<file path="config.mk">
export PLATFORM = sky130hd
export DESIGN_NAME = gp_preprocess_stage_flat
export DESIGN_NICKNAME = d
export VERILOG_FILES = /design/src/rtl/gp_preprocess_stage_if.sv /design/src/rtl/gp_preprocess_stage.sv /design/src/flat_wrapper.sv
export SDC_FILE = /design/constraint.sdc
export NUM_CORES = 1
export LEC_CHECK = 0
export CAP_MARGIN = 15
export CORE_MARGIN = 2
export CORE_UTILIZATION = 44
export DETAILED_ROUTE_END_ITERATION = 16
export PLACE_DENSITY = 0.72
export SLEW_MARGIN = 10
export SYNTH_ARGS = -nofsm -noshare
export SYNTH_HDL_FRONTEND = slang
export SYNTH_SLANG_ARGS = --single-unit
</file>
<file path="constraint.sdc">
create_clock -name clk -period 2.5 [get_ports clk]
set_input_delay 0.5 -clock clk [delete_from_list [all_inputs] [get_ports clk]]
set_output_delay 0.5 -clock clk [all_outputs]
set_load 0.01 [all_outputs]
</file>
<file path="src/rtl/gp_preprocess_stage_if.sv">
// Handshake bundle for gp_preprocess_stage: operand request side plus g/p response side.
// slave = the stage itself, master = the environment that sources operands and sinks g/p.
interface gp_preprocess_stage_if #(parameter int WIDTH = 4);
   logic             in_valid;
   logic             in_ready;
   logic [WIDTH-1:0] in_a;
   logic [WIDTH-1:0] in_b;
   logic             in_cin;
   logic             in_sub;
   logic             out_valid;
   logic             out_ready;
   logic [WIDTH-1:0] out_g;
   logic [WIDTH-1:0] out_p;
   logic             out_cin;

   modport slave (
      input  in_valid, in_a, in_b, in_cin, in_sub, out_ready,
      output in_ready, out_valid, out_g, out_p, out_cin
   );

   modport master (
      output in_valid, in_a, in_b, in_cin, in_sub, out_ready,
      input  in_ready, out_valid, out_g, out_p, out_cin
   );
endinterface

</file>
<file path="src/rtl/gp_preprocess_stage.sv">
// Generate/propagate pre-processing ahead of the prefix tree, with a 2-entry skid buffer.
// Optional subtract support (b inverted, carry-in forced to 1) is enabled by macro GP_SUB_EN.
module gp_preprocess_stage #(
   parameter int WIDTH = 4
) (
   input  logic                 clk,
   input  logic                 rst_n,
   gp_preprocess_stage_if.slave io_bus
);

   typedef struct packed {
      logic [WIDTH-1:0] g;
      logic [WIDTH-1:0] p;
      logic             cin;
   } ent_t;

   // Occupancy doubles as the state encoding.
   typedef enum logic [1:0] {
      EMPTY = 2'd0,
      ONE   = 2'd1,
      FULL  = 2'd2
   } state_t;

   state_t           r_state;
   ent_t             r_head;
   ent_t             r_tail;
   logic             r_in_ready;
   logic             r_out_valid;

   logic             w_sub;
   logic             w_cin_eff;
   logic [WIDTH-1:0] w_b;
   logic [WIDTH-1:0] w_g;
   logic [WIDTH-1:0] w_p;
   ent_t             w_new;
   logic             w_push;
   logic             w_pop;

`ifdef GP_SUB_EN
   assign w_sub = io_bus.in_sub;
`else
   logic w_unused_sub;
   assign w_sub        = 1'b0;
   assign w_unused_sub = io_bus.in_sub;
`endif

   assign w_b       = w_sub ? ~io_bus.in_b : io_bus.in_b;
   assign w_cin_eff = w_sub | io_bus.in_cin;

   // Bit 0 generate absorbs the carry-in; p stays raw because the sum stage needs p[0].
   for (genvar i = 0; i < WIDTH; i++) begin : g_bit
      assign w_p[i] = io_bus.in_a[i] ^ w_b[i];
      if (i == 0) begin : g_fold
         assign w_g[i] = (io_bus.in_a[i] & w_b[i]) | (w_p[i] & w_cin_eff);
      end else begin : g_plain
         assign w_g[i] = io_bus.in_a[i] & w_b[i];
      end
   end

   assign w_new  = '{g: w_g, p: w_p, cin: w_cin_eff};
   assign w_push = io_bus.in_valid & r_in_ready;
   assign w_pop  = r_out_valid & io_bus.out_ready;

   // Handshake flags are registered from the next state so in_ready never sees out_ready.
   always_ff @(posedge clk or negedge rst_n) begin
      if (!rst_n) begin
         r_state     <= EMPTY;
         r_head      <= '0;
         r_tail      <= '0;
         r_in_ready  <= 1'b1;
         r_out_valid <= 1'b0;
      end else begin
         case (r_state)
            EMPTY: begin
               if (w_push) begin
                  r_head      <= w_new;
                  r_state     <= ONE;
                  r_out_valid <= 1'b1;
               end
            end
            ONE: begin
               if (w_push && w_pop) begin
                  r_head <= w_new;
               end else if (w_push) begin
                  r_tail     <= w_new;
                  r_state    <= FULL;
                  r_in_ready <= 1'b0;
               end else if (w_pop) begin
                  r_state     <= EMPTY;
                  r_out_valid <= 1'b0;
               end
            end
            FULL: begin
               if (w_pop) begin
                  r_head     <= r_tail;
                  r_state    <= ONE;
                  r_in_ready <= 1'b1;
               end
            end
            default: begin
               r_state     <= EMPTY;
               r_in_ready  <= 1'b1;
               r_out_valid <= 1'b0;
            end
         endcase
      end
   end

   assign io_bus.in_ready  = r_in_ready;
   assign io_bus.out_valid = r_out_valid;
   assign io_bus.out_g     = r_head.g;
   assign io_bus.out_p     = r_head.p;
   assign io_bus.out_cin   = r_head.cin;

endmodule

</file>
<file path="src/flat_wrapper.sv">
// flat-port wrapper written by rule: the top's interface ports become plain ports
module gp_preprocess_stage_flat 
#(
   parameter int WIDTH = 4
)
  (clk, rst_n, io_bus_in_valid, io_bus_in_a, io_bus_in_b, io_bus_in_cin, io_bus_in_sub, io_bus_out_ready, io_bus_in_ready, io_bus_out_valid, io_bus_out_g, io_bus_out_p, io_bus_out_cin);
  gp_preprocess_stage_if #(.WIDTH(WIDTH)) io_bus_i ();
  input  logic clk;
  input  logic rst_n;
  input wire logic [$bits(io_bus_i.in_valid)-1:0] io_bus_in_valid;
  input wire logic [$bits(io_bus_i.in_a)-1:0] io_bus_in_a;
  input wire logic [$bits(io_bus_i.in_b)-1:0] io_bus_in_b;
  input wire logic [$bits(io_bus_i.in_cin)-1:0] io_bus_in_cin;
  input wire logic [$bits(io_bus_i.in_sub)-1:0] io_bus_in_sub;
  input wire logic [$bits(io_bus_i.out_ready)-1:0] io_bus_out_ready;
  output wire logic [$bits(io_bus_i.in_ready)-1:0] io_bus_in_ready;
  output wire logic [$bits(io_bus_i.out_valid)-1:0] io_bus_out_valid;
  output wire logic [$bits(io_bus_i.out_g)-1:0] io_bus_out_g;
  output wire logic [$bits(io_bus_i.out_p)-1:0] io_bus_out_p;
  output wire logic [$bits(io_bus_i.out_cin)-1:0] io_bus_out_cin;
  assign io_bus_i.in_valid = io_bus_in_valid;
  assign io_bus_i.in_a = io_bus_in_a;
  assign io_bus_i.in_b = io_bus_in_b;
  assign io_bus_i.in_cin = io_bus_in_cin;
  assign io_bus_i.in_sub = io_bus_in_sub;
  assign io_bus_i.out_ready = io_bus_out_ready;
  assign io_bus_in_ready = io_bus_i.in_ready;
  assign io_bus_out_valid = io_bus_i.out_valid;
  assign io_bus_out_g = io_bus_i.out_g;
  assign io_bus_out_p = io_bus_i.out_p;
  assign io_bus_out_cin = io_bus_i.out_cin;
  gp_preprocess_stage #(.WIDTH(WIDTH)) u_core (.clk(clk), .rst_n(rst_n), .io_bus(io_bus_i));
endmodule
</file>
==> metrics <==
Via density 5.24; Leak ~0.65 nW; DRT iter0 DRCs 6; fmax 0.520 GHz; Reg2Reg Depth 4; critical path startpoint category flip-flop; WL met2 948 um; diode count 0; peak supply drop around 0.00056 V; Clock Sinks 22; Core Footprint 2250 sq um; final setup fails 0; dpl hpwl 1.45 mm; clock skew about 2.4 ps; Yosys top cell by area dfrtp_1; Post-Synth Simple-Gate Area 0.0422; sequential fraction of the synthesis area 0.516; Max-Cap Viols 0; CP Data Required Time 2000 ps; Hold-fix buffers, CTS 0; initial antenna violation count 0; Initial Util 0.474; WL met3 between 70 and 80 um; crit-path max cell delay 580 ps; crit-path cells clkdlybuf4s50_1; die height between 50 and 60 um; post-route ant nets 0; run status complete, no violations; setup TNS 0 ps; Hold Path Class flip-flop to flip-flop; Slowest cell on crit path dfstp_2; vias in the first global route 672; Clock Latency Late Sink approximately 310 ps; CP Class flip-flop to output port; highest metal used met4; first-pass GRT wire length 3.14 mm; largest net degree at the start of global routing 14; syn_nets 93; Post-Synth XOR/XNOR Area 0; FP Rows 17; grt ovf 0; Placed Area 1350 sq um; synthesized netlist cell count 75; area delta synth->final 30.9%; endpoints failing hold 0; Avg Cell Area, Syn 14.2 sq um; CTS Buf Count 3; Worst Path Max Fanout 5; design area approximately 1400 sq um; port bufs 23; period utilization 0.770; Cells after DPL 127; endpoint class of the critical path output port; CTS tree built; Worst path top cell family by delay flip-flops; Nets 122; Synth Cell Area 1070 sq um; Cell Pwr Density 782 nW/um^2; Worst-Margin Slew 585 ps; final wirelength 1.92 mm; DIE WIDTH between 50 and 60 um; total number of vias 687; Synth area leaders dfrtp_1 (49%), mux2_2 (28%), ha_1 (4.7%); CP Depth 1; CP arrival between 1000 and 1500 ps; Hold Path Depth 1; Finished Layout Cells 131; PostCTS Resize Cnt 0; complex-gate fraction of the synthesized area 0.0878; H-tree Lvls 1; GPL Wtd Cong 0.671; Die Area 2840 sq um; post-synth top area share 0.492; Slew Viols, Final 0; CTS root buf clkbuf_4; wl on met1 851 um; #FFs+latches synth 22; synth unique cells 23; setup bufs post-CTS 0; GRT Util Overall 0.159; I/O Pins 25; WP buf/inv 1; worst-case clock buffer depth 2; RSZ-0062 raised after global routing no; largest family of logic cells by synthesized area multiplexers; share of cells above drive strength 1 0.369; Post-Synth Adder-Cell Area 0.0468; Rel. slew slack 0.609; TritonRoute pass-1 iters 4; detailed-route wire length per cell 14.6 um; Synthesis Warnings 0; DR DRC count 0; mux cell area share after synthesis 0.294; R2R Setup Slk ~730 ps; Worst-path clk slew 130 ps; Final min period 1920 ps
path summary, 6_finish.rpt:
check                                  startpoint                endpoint
max in group asynchronous                   rst_n  u_core.io_bus.out_g[3]
min                              u_core.r_tail[3]        u_core.r_tail[3]
min in group asynchronous                   rst_n  u_core.io_bus.out_p[0]
min reg2reg                      u_core.r_tail[3]        u_core.r_tail[3]
max                        u_core.io_bus.in_ready         io_bus_in_ready
max reg2reg                     u_core.r_state[1]  u_core.io_bus.out_g[3]
power breakdown:
part           leakage (nW)  switching [mW]  internal [mW]
combinational         0.336           0.104          0.214
clock                0.0279           0.113          0.162
sequential            0.286          0.0462          0.455
total                 0.650           0.262          0.831
per-layer routing:
layer | up-vias | GRT usage
met1 | 340 | 0.192
met4 | 0 | 0.0897
li1 | 330 | -
met3 | 4 | 0.0367
met5 | - | 0
met2 | 13 | 0.259
area by class of cell:
type	count	area, sq um
Multi-Input combinational cell	50	503
Fill cell	187	856
Tap cell	28	35.0
Inverter	1	3.75
Clock inverter	1	30.0
Clock buffer	3	22.5
Timing Repair Buffer	26	253
Sequential cell	22	552
cell usage after synthesis, drive strengths merged:
library cell,number
a211o,1
a21boi,2
a21o,1
a21oi,1
and2,1
and3b,1
buf,2
dfrtp,21
dfstp,1
ha,4
inv,1
mux2,27
mux2i,1
nand2,3
nand2b,1
nor2,1
nor2b,1
o21ai,2
o22ai,1
o32a,1
o32ai,1
flip-flops by register name, summed over array words and instances, names as in the netlist:
| register | count |
|---|---|
| u_core.r_tail | 9 |
| u_core.io_bus.out_g | 4 |
| u_core.io_bus.out_p | 4 |
| u_core.r_state | 2 |
| u_core.io_bus.in_ready | 1 |
| u_core.io_bus.out_cin | 1 |
| u_core.io_bus.out_valid | 1 |
cell usage in the layout, fill, tap and decap left out, types with 2 or more instances in the layout:
cell type | synthesis | final
ha_1 | 4 | 4
buf_4 | 0 | 3
nand2_1 | 2 | 2
clkbuf_4 | 0 | 3
dfrtp_1 | 21 | 21
clkdlybuf4s50_1 | 0 | 23
mux2_2 | 27 | 27
o21ai_0 | 2 | 2
metrics by stage:
stage	setup WS (ps)	util	hold WS, ps	power [mW]
6_report	576	0.620	517	1.09
5_1_grt	524	0.620	532	1.15
3_5_place_dp	380	0.597	493	0.831
4_1_cts	562	0.620	522	1.10
3_3_place_gp	420	0.597	482	0.820
2_1_floorplan	908	-	204	0.643
logic make-up (layout without fill, tap and decap cells):
family / after synthesis / in the layout
mux: 28 / 28
compound gates: 10 / 10
fa+ha+maj: 4 / 4
flops: 22 / 22
buf+inv: 3 / 31
simple gates: 8 / 8
Power figures use the tool's default switching activity.
